===== config.mk =====
export PLATFORM = sky130hd
export DESIGN_NAME = fp16_div_seq
export DESIGN_NICKNAME = d
export VERILOG_FILES = /design/src/rtl/fp16_pkg.sv /design/src/rtl/fp16_lzc.sv /design/src/rtl/fp16_div_seq.sv
export SDC_FILE = /design/constraint.sdc
export NUM_CORES = 1
export LEC_CHECK = 0
export ABC_AREA = 1
export BUFFER_PORTS_ARGS = -buffer_cell sky130_fd_sc_hd__buf_2
export CORE_ASPECT_RATIO = 1.75
export CORE_UTILIZATION = 59
export DETAILED_ROUTE_END_ITERATION = 8
export GPL_ROUTABILITY_DRIVEN = 0
export GPL_TIMING_DRIVEN = 0
export HOLD_SLACK_MARGIN = 0.12
export PLACE_DENSITY_LB_ADDON = 0.15
export SLEW_MARGIN = 20
export SYNTH_ARGS = -nofsm -noshare
export SYNTH_HDL_FRONTEND = slang
export SYNTH_SLANG_ARGS = --single-unit

===== constraint.sdc =====
create_clock -name clk -period 5.6 [get_ports clk]
set_input_delay 0.84 -clock clk [delete_from_list [all_inputs] [get_ports clk]]
set_output_delay 0.84 -clock clk [all_outputs]
set_load 0.02 [all_outputs]

===== src/rtl/fp16_pkg.sv =====
// fp16_pkg: constants and types shared by the FP16 arithmetic blocks. The
// multiplier and the sequential divider both use these.
//   BIAS / EXP_MAX / QNAN : half-precision format constants
//   FLAG_*                : bit positions in the 4-bit ALU flag vector
//   divState_e            : divider control states
//   makeFlags()           : builds the flag vector from its parts
package fp16_pkg;

  localparam int BIAS    = 15;
  localparam int EXP_MAX = 31;
  localparam logic [15:0] QNAN = 16'h7E00;

  localparam int FLAG_OVF   = 3;
  localparam int FLAG_ZERO  = 2;
  localparam int FLAG_CARRY = 1;
  localparam int FLAG_NEG   = 0;

  typedef enum logic [1:0] {
    IDLE = 2'd0,
    DIV  = 2'd1,
    PACK = 2'd2
  } divState_e;

  // Carry has no meaning for a divide, so it is always cleared here.
  function automatic logic [3:0] makeFlags(input logic ovf, input logic zero,
                                           input logic neg);
    logic [3:0] f;
    f             = '0;
    f[FLAG_OVF]   = ovf;
    f[FLAG_ZERO]  = zero;
    f[FLAG_CARRY] = 1'b0;
    f[FLAG_NEG]   = neg;
    return f;
  endfunction

endpackage


===== src/rtl/fp16_lzc.sv =====
// fp16_lzc: leading-zero counter for an 11-bit FP16 mantissa (hidden bit in
// bit 10). Purely combinational.
//   mant : 11-bit mantissa
//   lz   : number of zeros above the highest set bit (0..10), 11 if mant==0
module fp16_lzc (
  input  logic [10:0] mant,
  output logic [3:0]  lz
);

  // Scan upward from the LSB so that the highest set bit is the last one
  // to write lz.
  always_comb begin
    lz = 4'd11;
    for (int i = 0; i <= 10; i++) begin
      if (mant[i]) lz = 4'(10 - i);
    end
  end

endmodule


===== src/rtl/fp16_div_seq.sv =====
// fp16_div_seq: multi-cycle IEEE-754 half-precision divider (a / b).
// A restoring divider produces one quotient bit per cycle. The result is
// truncated. Subnormal inputs are accepted. Subnormal results are flushed
// to zero.
//   clk    : system clock, rising edge
//   reset  : synchronous, active low
//   start  : request, sampled only while idle
//   a, b   : FP16 dividend / divisor
//   busy   : operation in flight (includes the done cycle)
//   done   : one-cycle pulse; div16/flags are valid from this cycle
//   div16  : {16'b0, FP16 quotient}, held until the next result
//   flags  : {overflow, zero, carry(0), negative}
//
// Handshake: a start is accepted on a rising edge where the FSM is IDLE,
// no done pulse is showing, and start==1. a/b are captured on that edge
// and ignored afterwards. Exactly one done pulse follows each accepted
// start, unless reset intervenes. The pulse comes 1 cycle after the accept
// edge for special operands and 13 cycles after it otherwise. A start that
// is high while busy is dropped, not queued.
module fp16_div_seq #(
  parameter int BIAS  = fp16_pkg::BIAS,
  parameter int QBITS = 12
) (
  input  logic        clk,
  input  logic        reset,
  input  logic        start,
  input  logic [15:0] a,
  input  logic [15:0] b,
  output logic        busy,
  output logic        done,
  output logic [31:0] div16,
  output logic [3:0]  flags
);

  import fp16_pkg::*;

  localparam logic signed [7:0] BIAS_S    = BIAS[7:0];
  localparam logic signed [7:0] EXP_MAX_S = EXP_MAX[7:0];

  // The FSM state is a plain named signal so that checkers can bind to it.
  divState_e   state, nextState;
  logic        accept;

  // Registers captured at accept time.
  logic        signReg;
  logic        specReg;
  logic [15:0] specRes;
  logic [3:0]  specFlags;
  logic [10:0] mBReg;
  logic signed [7:0] expReg;

  // Divider state.
  logic [11:0] rem;
  logic [11:0] quo;
  logic [3:0]  cnt;

  // Output registers.
  logic        doneReg;
  logic [15:0] resReg;
  logic [3:0]  flagsReg;

  // ---------------- operand classification and normalization ----------------
  logic [4:0]  expA, expB;
  logic [10:0] mantA, mantB, normA, normB;
  logic [4:0]  rawA, rawB;
  logic [3:0]  lzA, lzB;
  logic signed [7:0] eA, eB, eNew;
  logic        sign;
  logic        isSpec;
  logic [15:0] specVal;
  logic [3:0]  specFl;

  assign expA  = a[14:10];
  assign expB  = b[14:10];
  assign mantA = {expA != 5'd0, a[9:0]};
  assign mantB = {expB != 5'd0, b[9:0]};
  // A subnormal carries the same scale as exponent 1.
  assign rawA  = (expA == 5'd0) ? 5'd1 : expA;
  assign rawB  = (expB == 5'd0) ? 5'd1 : expB;
  assign sign  = a[15] ^ b[15];

  fp16_lzc uLzcA (.mant(mantA), .lz(lzA));
  fp16_lzc uLzcB (.mant(mantB), .lz(lzB));

  assign normA = mantA << lzA;
  assign normB = mantB << lzB;
  assign eA    = $signed({3'b000, rawA}) - $signed({4'b0000, lzA});
  assign eB    = $signed({3'b000, rawB}) - $signed({4'b0000, lzB});
  assign eNew  = eA - eB + BIAS_S;

  // Special operands, in priority order. Inf/NaN inputs win over the zero
  // checks, so 0/NaN and Inf/0 both give a quiet NaN.
  always_comb begin
    isSpec  = 1'b1;
    specVal = QNAN;
    specFl  = makeFlags(1'b0, 1'b1, 1'b0);
    if (expA == 5'h1F || expB == 5'h1F) begin
      specVal = QNAN;
      specFl  = makeFlags(1'b0, 1'b1, 1'b0);
    end else if (b[14:0] == 15'd0 && a[14:0] == 15'd0) begin
      specVal = QNAN;
      specFl  = makeFlags(1'b0, 1'b1, 1'b0);
    end else if (b[14:0] == 15'd0) begin
      specVal = {sign, 5'h1F, 10'd0};
      specFl  = makeFlags(1'b1, 1'b0, sign);
    end else if (a[14:0] == 15'd0) begin
      specVal = {sign, 15'd0};
      specFl  = makeFlags(1'b0, 1'b1, sign);
    end else begin
      isSpec  = 1'b0;
    end
  end

  // ---------------- one restoring-division step ----------------
  // rem < 2*mB always holds, so the shifted remainder fits in 12 bits.
  logic        qBit;
  logic [11:0] remNext;

  assign qBit    = (rem >= {1'b0, mBReg});
  assign remNext = (qBit ? (rem - {1'b0, mBReg}) : rem) << 1;

  // ---------------- pack ----------------
  // Q is in [0x400, 0xFFF]. When bit 11 is clear, the quotient is below 1.0
  // and the exponent drops by one.
  logic signed [7:0] eAdj;
  logic [9:0]  frac;
  logic [15:0] packRes;
  logic [3:0]  packFl;

  always_comb begin
    eAdj    = quo[11] ? expReg : expReg - 8'sd1;
    frac    = quo[11] ? quo[10:1] : quo[9:0];
    packRes = {signReg, eAdj[4:0], frac};
    packFl  = makeFlags(1'b0, 1'b0, signReg);
    if (specReg) begin
      packRes = specRes;
      packFl  = specFlags;
    end else if (eAdj >= EXP_MAX_S) begin
      packRes = {signReg, 5'h1F, 10'd0};
      packFl  = makeFlags(1'b1, 1'b0, signReg);
    end else if (eAdj <= 8'sd0) begin
      packRes = {signReg, 15'd0};
      packFl  = makeFlags(1'b0, 1'b1, signReg);
    end
  end

  // ---------------- control ----------------
  // The done cycle counts as busy. The FSM does not accept a start in that
  // cycle, so the earliest restart is the cycle after done.
  always_comb begin
    nextState = state;
    accept    = 1'b0;
    case (state)
      IDLE: begin
        if (start && !doneReg) begin
          accept    = 1'b1;
          nextState = isSpec ? PACK : DIV;
        end
      end
      DIV: begin
        if (cnt == 4'(QBITS - 1)) nextState = PACK;
      end
      PACK: nextState = IDLE;
      default: nextState = IDLE;
    endcase
  end

  always_ff @(posedge clk) begin
    if (!reset) begin
      state     <= IDLE;
      doneReg   <= 1'b0;
      resReg    <= '0;
      flagsReg  <= '0;
      signReg   <= 1'b0;
      specReg   <= 1'b0;
      specRes   <= '0;
      specFlags <= '0;
      mBReg     <= '0;
      expReg    <= '0;
      rem       <= '0;
      quo       <= '0;
      cnt       <= '0;
    end else begin
      state   <= nextState;
      doneReg <= (state == PACK);
      if (accept) begin
        signReg   <= sign;
        specReg   <= isSpec;
        specRes   <= specVal;
        specFlags <= specFl;
        mBReg     <= normB;
        expReg    <= eNew;
        rem       <= {1'b0, normA};
        quo       <= '0;
        cnt       <= '0;
      end
      if (state == DIV) begin
        rem <= remNext;
        quo <= {quo[10:0], qBit};
        cnt <= cnt + 4'd1;
      end
      if (state == PACK) begin
        resReg   <= packRes;
        flagsReg <= packFl;
      end
    end
  end

  assign busy  = (state != IDLE) || doneReg;
  assign done  = doneReg;
  assign div16 = {16'd0, resReg};
  assign flags = flagsReg;

endmodule

==> results of run 1 <==
-- how the worst min path moves through the flow --
| stage | slack (ns) | end |
|---|---|---|
| after floorplan | 0.44 | specFlags[2] |
| after global placement | 0.45 | cnt[3] |
| after detailed placement | 0.45 | cnt[3] |
| after CTS | 0.46 | cnt[3] |
| after global routing | 0.48 | specFlags[2] |
| final | 0.46 | resReg[0] |
-- registers in the layout, summed over array words and instances, names as in the netlist --
name       flops
specRes        3
done           1
specFlags      2
flags          2
cnt            4
expReg         8
quo           12
state          2
signReg        1
specReg        1
resReg        16
mBReg         11
rem           12
-- cell type report --
type	count	area, um^2	area share
repair buffers	55	275	0.0437
well taps	120	150	0.0238
multi-input cells	632	3360	0.532
plain buffers	48	279	0.0443
inverters	116	435	0.0691
clock inverters	5	78.8	0.0125
clock buffers	10	229	0.0363
flip-flops and latches	75	1500	0.238
-- where the power goes --
group	total (uW)	internal [uW]	leakage, uW	switching [uW]
Clock	604	387	0.000152	218
Sequential	607	576	0.000612	31.1
Combinational	685	238	0.00232	447
-- through the flow --
stage / utilization / area [um^2] / power, uW
3_3_place_gp: 0.659 / 6000 / 1250
4_1_cts: 0.693 / 6300 / 1880
6_report: 0.693 / 6300 / 1900
5_1_grt: 0.693 / 6300 / 2020
3_5_place_dp: 0.659 / 6000 / 1280
2_1_floorplan: - / 5570 / 1120
-- synthesized netlist by cell type (all sizes together), types with 2 or more instances --
master	n	area (um^2)
o21bai	2	15.0
nand2	219	860
o22ai	3	18.8
a31oi	2	12.5
nand3	85	430
nor3	5	30.0
nor2	63	272
buf	30	211
fa	2	40.0
inv	114	428
o211ai	12	90.1
ha	33	413
xor2	14	123
a21oi	93	469
o31ai	4	43.8
dfxtp	75	1500
nand4	9	56.3
clkinv	2	7.51
xnor2	7	61.3
clkbuf	18	67.6
a22oi	2	15.0
nand3b	4	30.0
or2	3	21.3
o21ai	45	229
-- critical path: cells and delay by family --
| kind | cells | cell delay, ns |
|---|---|---|
| AOI/OAI and AO/OA | 4 | 0.89 |
| buffers and inverters | 4 | 0.39 |
| adders and majority gates | 3 | 0.99 |
| and+or+nand+nor | 15 | 1.63 |
-- per-layer routing --
layer / global-route usage / share of wire
met1: 0.356 / 0.37
met2: 0.603 / 0.53
met3: 0.0633 / 0.048
met4: 0.203 / 0.053
met5: 0 / 0
-- cell families (layout without fill, tap and decap cells) --
kind of cell | count (synthesis) | in the layout | synth area share
XOR/XNOR | 21 | 21 | 0.0334
AND/OR/NAND/NOR | 390 | 390 | 0.311
flip-flops | 75 | 75 | 0.272
buffers and inverters | 164 | 234 | 0.130
adder cells (fa/ha/maj) | 35 | 35 | 0.0822
other | 1 | 17 | 0.000680
AO/OA/AOI/OAI | 169 | 169 | 0.171
==> impl_results.html, run 1 <==
<table>
<tr><th>Metric</th><th>Value</th></tr>
<tr><th colspan="2">Synthesis</th></tr>
<tr><td>Average footprint of a synthesized cell</td><td>6.45 um^2</td></tr>
<tr><td>Netlist cell types</td><td>49</td></tr>
<tr><td>Synthesized netlist cell count</td><td>855</td></tr>
<tr><td>Number of synthesized register bits</td><td>75</td></tr>
<tr><td>Post-synthesis async set-or-reset flop share</td><td>0</td></tr>
<tr><td>Count of flip-flops with a built-in enable after synthesis</td><td>0</td></tr>
<tr><td>Fraction of the yosys area taken by sequential cells</td><td>0.272</td></tr>
<tr><td>Netlist area before placement</td><td>5510 um^2</td></tr>
<tr><td>Most used flip-flop cell after synthesis</td><td>sky130_fd_sc_hd__dfxtp_1</td></tr>
<tr><td>Number of synthesis warnings</td><td>0</td></tr>
<tr><th colspan="2">STA</th></tr>
<tr><td>Unrepaired setup endpoints after global routing</td><td>no</td></tr>
<tr><td>Least-Margin Pin Slew</td><td>0.642 ns</td></tr>
<tr><td>Worst Hold Slack</td><td>0.462 ns</td></tr>
<tr><td>Fin Setup TNS</td><td>0 ns</td></tr>
<tr><td>Final Hold Fails</td><td>0</td></tr>
<tr><td>Slew Viols, Final</td><td>0</td></tr>
<tr><td>Clock skew</td><td>0.00286 ns</td></tr>
<tr><td>Post-layout worst setup margin</td><td>1.09 ns</td></tr>
<tr><td>Worst max-slew margin expressed relative to the limit</td><td>0.572</td></tr>
<tr><td>Setup violation total in the final timing report</td><td>0</td></tr>
<tr><td>Final worst-path cycle share</td><td>0.805</td></tr>
<tr><td>Max Freq</td><td>0.222 GHz</td></tr>
<tr><td>Minimum period implied by the final worst setup slack</td><td>4.51 ns</td></tr>
<tr><th colspan="2">GRT</th></tr>
<tr><td>Total routing resource utilization after global routing</td><td>0.338</td></tr>
<tr><td>Initial antenna violation count</td><td>0</td></tr>
<tr><td>Via count of the first global-routing pass</td><td>5484</td></tr>
<tr><td>First-pass GRT wire length</td><td>25200 um</td></tr>
<tr><td>Global route overflow</td><td>0</td></tr>
<tr><td>Pin count of the biggest net entering global routing</td><td>13</td></tr>
<tr><th colspan="2">Floorplanning</th></tr>
<tr><td>Total Die Area</td><td>9750 um^2</td></tr>
<tr><td>Number of standard-cell rows in the floorplan</td><td>46</td></tr>
<tr><td>Ports placed on the boundary</td><td>73</td></tr>
<tr><td>Placeable core region</td><td>9090 um^2</td></tr>
<tr><td>Die Width</td><td>75.1 um</td></tr>
<tr><td>Initial Util</td><td>0.606</td></tr>
<tr><td>Die extent in y</td><td>130 um</td></tr>
<tr><th colspan="2">Critical path</th></tr>
<tr><td>Type of the worst setup path</td><td>in -&gt; reg</td></tr>
<tr><td>Crit Reg-Reg Startpoint</td><td>rem[0]</td></tr>
<tr><td>Worst path slowest cell</td><td>sky130_fd_sc_hd__ha_1</td></tr>
<tr><td>Kind of start point of the critical path</td><td>input port</td></tr>
<tr><td>Delay of the slowest critical-path stage</td><td>0.36 ns</td></tr>
<tr><td>Data arrival time of the critical path</td><td>4.73 ns</td></tr>
<tr><td>Minimum setup slack among reg-to-reg paths</td><td>3.12 ns</td></tr>
<tr><td>Worst setup path end</td><td>expReg[6]</td></tr>
<tr><td>Capture point of the worst reg-to-reg path</td><td>rem[6]</td></tr>
<tr><td>Reg2Reg Depth</td><td>16</td></tr>
<tr><td>Launch point of the worst path</td><td>a[13]</td></tr>
<tr><td>Largest fanout of any net on the critical path</td><td>6</td></tr>
<tr><td>CP Capture Type</td><td>register</td></tr>
<tr><td>Required time at the endpoint of the critical path</td><td>5.83 ns</td></tr>
<tr><td>Cell mode on critical path</td><td>sky130_fd_sc_hd__nand2_1</td></tr>
<tr><th colspan="2">CTS</th></tr>
<tr><td>Buffers inserted by post-CTS timing repair</td><td>0</td></tr>
<tr><td>Number of gates resized after CTS</td><td>0</td></tr>
<tr><td>CTS clock-pin slew for the worst setup and hold paths</td><td>0.06 ns</td></tr>
<tr><td>Number of clock sinks</td><td>75</td></tr>
<tr><td>Clock latency of the later-clocked register in the worst-skew pair</td><td>0.34 ns</td></tr>
<tr><td>Number of buffers on the longest clock path</td><td>2</td></tr>
<tr><td>Cts bufs inserted</td><td>9</td></tr>
<tr><td>Max H-tree Level</td><td>3</td></tr>
<tr><td>CTS tree</td><td>done</td></tr>
<tr><td>Root buffer cell</td><td>sky130_fd_sc_hd__clkbuf_16</td></tr>
<tr><td>Number of buffers inserted by hold repair at cts</td><td>0</td></tr>
<tr><th colspan="2">Place</th></tr>
<tr><td>HPWL after DPL</td><td>11700 um</td></tr>
<tr><td>Instance count after placement with tap cells included</td><td>1046</td></tr>
<tr><td>Worst Setup Slack post-DPL</td><td>0.791 ns</td></tr>
<tr><td>I/O Buffers</td><td>55</td></tr>
<tr><th colspan="2">Status</th></tr>
<tr><td>Outcome</td><td>complete, no violations</td></tr>
<tr><th colspan="2">Cells and area</th></tr>
<tr><td>Diodes inserted</td><td>0</td></tr>
<tr><td>Area added between synthesis and finish</td><td>14.4%</td></tr>
<tr><td>Most common cell after layout, fill and taps aside</td><td>sky130_fd_sc_hd__nand2_1</td></tr>
<tr><td>Layout cells sized above 1</td><td>0.135</td></tr>
<tr><td>Number of non-filler instances in the completed layout</td><td>1061</td></tr>
<tr><td># nets final</td><td>1007</td></tr>
<tr><td>Leading cell types in the layout, fill and taps excluded</td><td>sky130_fd_sc_hd__nand2_1, sky130_fd_sc_hd__inv_1, sky130_fd_sc_hd__a21oi_1, sky130_fd_sc_hd__nand3_1, sky130_fd_sc_hd__dfxtp_1</td></tr>
<tr><td>Filler Cells Inserted</td><td>808</td></tr>
<tr><th colspan="2">Drt</th></tr>
<tr><td>Initial detailed-routing violation count</td><td>382</td></tr>
<tr><td>Detail-routed net length per standard cell</td><td>14.2 um</td></tr>
<tr><td>Length of the first detailed-routing pass in iterations</td><td>5</td></tr>
<tr><td>Drt total wl</td><td>15000 um</td></tr>
<tr><td>DR vias/cell</td><td>5.44</td></tr>
<tr><td>Detail Route Antenna Nets</td><td>0</td></tr>
<tr><td>Total DRC errors in the routed layout</td><td>0</td></tr>
<tr><td>Vias post-DR</td><td>5777</td></tr>
<tr><th colspan="2">Pwr</th></tr>
<tr><td>Worst IR Drop VDD</td><td>0.000173 V</td></tr>
<tr><td>Power per cell area</td><td>301 nW/um^2</td></tr>
<tr><td>Lkg Pwr</td><td>0.00309 uW</td></tr>
<tr><th colspan="2">Min path</th></tr>
<tr><td>Cell count of the worst hold path</td><td>2</td></tr>
<tr><td>Worst min-delay path startpoint</td><td>resReg[0]</td></tr>
<tr><td>Path type of the worst min-delay path</td><td>reg -&gt; reg</td></tr>
<tr><th colspan="2">Job</th></tr>
<tr><td>Reported max-cap violation count</td><td>0</td></tr>
</table>
(Power assumes the default switching activity.)
==> run 2: changes to the inputs <==
==> constraint.sdc (replaced) <==
create_clock -name clk -period 4.5 [get_ports clk]
set_input_delay 0.675 -clock clk [delete_from_list [all_inputs] [get_ports clk]]
set_output_delay 0.675 -clock clk [all_outputs]
set_load 0.02 [all_outputs]
==> impl_results.html, run 2 (synthesis results as in run 1) <==
<table>
<tr><th>Metric</th><th>Value</th></tr>
<tr><th colspan="2">Place</th></tr>
<tr><td>I/O Buffers</td><td>55 (unchanged)</td></tr>
<tr><td>Instance count after placement with tap cells included</td><td>1046 (unchanged)</td></tr>
<tr><td>HPWL after DPL</td><td>11700 um (unchanged)</td></tr>
<tr><th colspan="2">Floorplanning</th></tr>
<tr><td>Die Width</td><td>75.1 um (unchanged)</td></tr>
<tr><td>Total Die Area</td><td>9750 um^2 (unchanged)</td></tr>
<tr><td>Initial Util</td><td>0.606 (unchanged)</td></tr>
<tr><td>Die extent in y</td><td>130 um (unchanged)</td></tr>
<tr><td>Placeable core region</td><td>9090 um^2 (unchanged)</td></tr>
<tr><td>Ports placed on the boundary</td><td>73 (unchanged)</td></tr>
<tr><td>Number of standard-cell rows in the floorplan</td><td>46 (unchanged)</td></tr>
<tr><th colspan="2">Cells and area</th></tr>
<tr><td># nets final</td><td>1007 (unchanged)</td></tr>
<tr><td>Leading cell types in the layout, fill and taps excluded</td><td>sky130_fd_sc_hd__nand2_1, sky130_fd_sc_hd__inv_1, sky130_fd_sc_hd__a21oi_1, sky130_fd_sc_hd__nand3_1, sky130_fd_sc_hd__dfxtp_1</td></tr>
<tr><td>Diodes inserted</td><td>0 (unchanged)</td></tr>
<tr><td>Biggest regs</td><td>resReg (16), quo (12), rem (12)</td></tr>
<tr><td>Layout cells sized above 1</td><td>0.136 (+0.00106)</td></tr>
<tr><td>Most common cell after layout, fill and taps aside</td><td>sky130_fd_sc_hd__nand2_1</td></tr>
<tr><td>Top reg by flops</td><td>resReg</td></tr>
<tr><td>Number of non-filler instances in the completed layout</td><td>1061 (unchanged)</td></tr>
<tr><td>Filler Cells Inserted</td><td>808 (unchanged)</td></tr>
<tr><td>Max FFs per register</td><td>16 (unchanged)</td></tr>
<tr><td>Area added between synthesis and finish</td><td>14.6%</td></tr>
<tr><th colspan="2">Critical path</th></tr>
<tr><td>Data arrival time of the critical path</td><td>4.35 ns (-0.38 ns)</td></tr>
<tr><td>CP Capture Type</td><td>register</td></tr>
<tr><td>Required time at the endpoint of the critical path</td><td>4.72 ns (-1.11 ns)</td></tr>
<tr><td>Largest fanout of any net on the critical path</td><td>6 (unchanged)</td></tr>
<tr><td>Type of the worst setup path</td><td>in -&gt; reg</td></tr>
<tr><td>Kind of start point of the critical path</td><td>input port</td></tr>
<tr><th colspan="2">GRT</th></tr>
<tr><td>Total routing resource utilization after global routing</td><td>0.338 (unchanged)</td></tr>
<tr><td>Pin count of the biggest net entering global routing</td><td>13 (unchanged)</td></tr>
<tr><td>Global route overflow</td><td>0 (unchanged)</td></tr>
<tr><td>Via count of the first global-routing pass</td><td>5484 (unchanged)</td></tr>
<tr><td>Initial antenna violation count</td><td>0 (unchanged)</td></tr>
<tr><td>First-pass GRT wire length</td><td>25200 um (unchanged)</td></tr>
<tr><th colspan="2">STA</th></tr>
<tr><td>Unrepaired setup endpoints after global routing</td><td>no</td></tr>
<tr><td>Worst max-slew margin expressed relative to the limit</td><td>0.583 (+0.0104)</td></tr>
<tr><td>Clock skew</td><td>0.00404 ns (+0.00117 ns)</td></tr>
<tr><td>Least-Margin Pin Slew</td><td>0.626 ns (-0.0156 ns)</td></tr>
<tr><td>Final worst-path cycle share</td><td>0.916</td></tr>
<tr><td>Max Freq</td><td>0.243 GHz</td></tr>
<tr><td>Slew Viols, Final</td><td>0 (unchanged)</td></tr>
<tr><td>Final Hold Fails</td><td>0 (unchanged)</td></tr>
<tr><td>Setup violation total in the final timing report</td><td>0 (unchanged)</td></tr>
<tr><td>Minimum period implied by the final worst setup slack</td><td>4.12 ns</td></tr>
<tr><td>Fin Setup TNS</td><td>0 ns (unchanged)</td></tr>
<tr><th colspan="2">CTS</th></tr>
<tr><td>Number of clock sinks</td><td>75 (unchanged)</td></tr>
<tr><td>Max H-tree Level</td><td>3 (unchanged)</td></tr>
<tr><td>CTS clock-pin slew for the worst setup and hold paths</td><td>0.05 ns (about the same)</td></tr>
<tr><td>Root buffer cell</td><td>sky130_fd_sc_hd__clkbuf_16</td></tr>
<tr><td>Cts bufs inserted</td><td>9 (unchanged)</td></tr>
<tr><td>Number of buffers on the longest clock path</td><td>2 (unchanged)</td></tr>
<tr><td>Clock latency of the later-clocked register in the worst-skew pair</td><td>0.33 ns (about the same)</td></tr>
<tr><td>CTS tree</td><td>done</td></tr>
<tr><td>Number of buffers inserted by hold repair at cts</td><td>0 (unchanged)</td></tr>
<tr><th colspan="2">Min path</th></tr>
<tr><td>Path type of the worst min-delay path</td><td>reg -&gt; reg</td></tr>
<tr><th colspan="2">Drt</th></tr>
<tr><td>Vias post-DR</td><td>5798 (+0.36%)</td></tr>
<tr><td>Drt total wl</td><td>14900 um (-0.65%)</td></tr>
<tr><td>DR vias/cell</td><td>5.46 (+0.36%)</td></tr>
<tr><td>Total DRC errors in the routed layout</td><td>0 (unchanged)</td></tr>
<tr><td>Detail-routed net length per standard cell</td><td>14.1 um (-0.65%)</td></tr>
<tr><td>Length of the first detailed-routing pass in iterations</td><td>5 (unchanged)</td></tr>
<tr><td>Detail Route Antenna Nets</td><td>0 (unchanged)</td></tr>
<tr><td>Initial detailed-routing violation count</td><td>373 (-2.4%)</td></tr>
<tr><th colspan="2">Pwr</th></tr>
<tr><td>Lkg Pwr</td><td>0.00309 uW (about the same)</td></tr>
<tr><td>Power per cell area</td><td>374 nW/um^2 (+24%)</td></tr>
<tr><td>Worst IR Drop VDD</td><td>0.000210 V (+22%)</td></tr>
<tr><th colspan="2">Status</th></tr>
<tr><td>Outcome</td><td>complete, no violations</td></tr>
<tr><th colspan="2">Job</th></tr>
<tr><td>Reported max-cap violation count</td><td>0 (unchanged)</td></tr>
</table>
[run 2: changes by cell type in the layout (fill, tap and decap cells not counted)]
cell / before / now
sky130_fd_sc_hd__o21ai_1: 3 / 4
sky130_fd_sc_hd__a211oi_1: 1 / 0
sky130_fd_sc_hd__nor2_4: 4 / 5
sky130_fd_sc_hd__a211oi_2: 0 / 1
sky130_fd_sc_hd__o21ai_0: 41 / 40
sky130_fd_sc_hd__nor2_2: 2 / 1
[run 2: through the flow]
| step | total power [uW] | util | area (um^2) | setup WS, ns | hold WS (ns) |
|---|---|---|---|---|---|
| finish | 2360 | 0.694 | 6310 | 0.378 | 0.463 |
| global route | 2510 | 0.694 | 6310 | 0.0607 | 0.477 |
| CTS | 2340 | 0.693 | 6300 | 0.187 | 0.462 |
| detailed placement | 1590 | 0.659 | 6000 | -0.144 | 0.454 |
| global placement | 1560 | 0.659 | 6000 | 0.0675 | 0.449 |
| floorplan | 1390 | - | 5570 | 0.545 | 0.438 |
[run 2: cell type report]
cell class,instances,area [um^2],share of cell area
Buffer,48,279,0.0442
Clock buffer,10,229,0.0363
Clock inverter,5,78.8,0.0125
Inverter,116,435,0.0690
Multi-Input combinational cell,632,3370,0.533
Sequential cell,75,1500,0.238
Tap cell,120,150,0.0238
Timing Repair Buffer,55,275,0.0436
[run 2: routing by layer]
layer / routed length [um] / global-route usage
met5: 0 / 0
met3: 683 / 0.0633
met4: 844 / 0.203
met2: 7890 / 0.603
met1: 5510 / 0.356
[run 2: worst paths after layout]
path,slack [ns],cells after the start,to,start
min,0.46,2,resReg[2],resReg[2]
min reg2reg,0.46,2,resReg[2],resReg[2]
max reg2reg,2.01,16,rem[6],rem[0]
max,0.38,26,expReg[6],a[13]
[run 2: power breakdown]
group          internal (uW)  total, uW  switching (uW)
logic                    297        852             555
clock network            481        753             272
registers                717        755            38.5
[run 2: critical path, cell delays in order]
cell and delay [ns]:
sky130_fd_sc_hd__buf_2 0.13, sky130_fd_sc_hd__or2_4 0.27, sky130_fd_sc_hd__nor2_4 0.10, sky130_fd_sc_hd__nand2_4 0.08
sky130_fd_sc_hd__nor2_4 0.10, sky130_fd_sc_hd__nand3_1 0.14, sky130_fd_sc_hd__nor2_4 0.17, sky130_fd_sc_hd__inv_1 0.12
sky130_fd_sc_hd__ha_1 0.35, sky130_fd_sc_hd__nand2_1 0.08, sky130_fd_sc_hd__o21ai_1 0.19, sky130_fd_sc_hd__nand3_1 0.13
sky130_fd_sc_hd__nand2_1 0.12, sky130_fd_sc_hd__inv_1 0.05, sky130_fd_sc_hd__ha_1 0.28, sky130_fd_sc_hd__ha_1 0.37
sky130_fd_sc_hd__nand2_1 0.09, sky130_fd_sc_hd__nor2_1 0.05, sky130_fd_sc_hd__a211oi_2 0.21, sky130_fd_sc_hd__nor2_1 0.06
sky130_fd_sc_hd__o21ai_0 0.17, sky130_fd_sc_hd__nand2_1 0.09, sky130_fd_sc_hd__nand2_1 0.06, sky130_fd_sc_hd__nand2_1 0.04
sky130_fd_sc_hd__o221ai_1 0.16, sky130_fd_sc_hd__inv_1 0.06
[run 2: repair_timing]
action	in CTS	in global routing
setup endpoints to repair	0	1
setup buffers	0	0
resized for setup	0	3
hold endpoints to repair	0	0
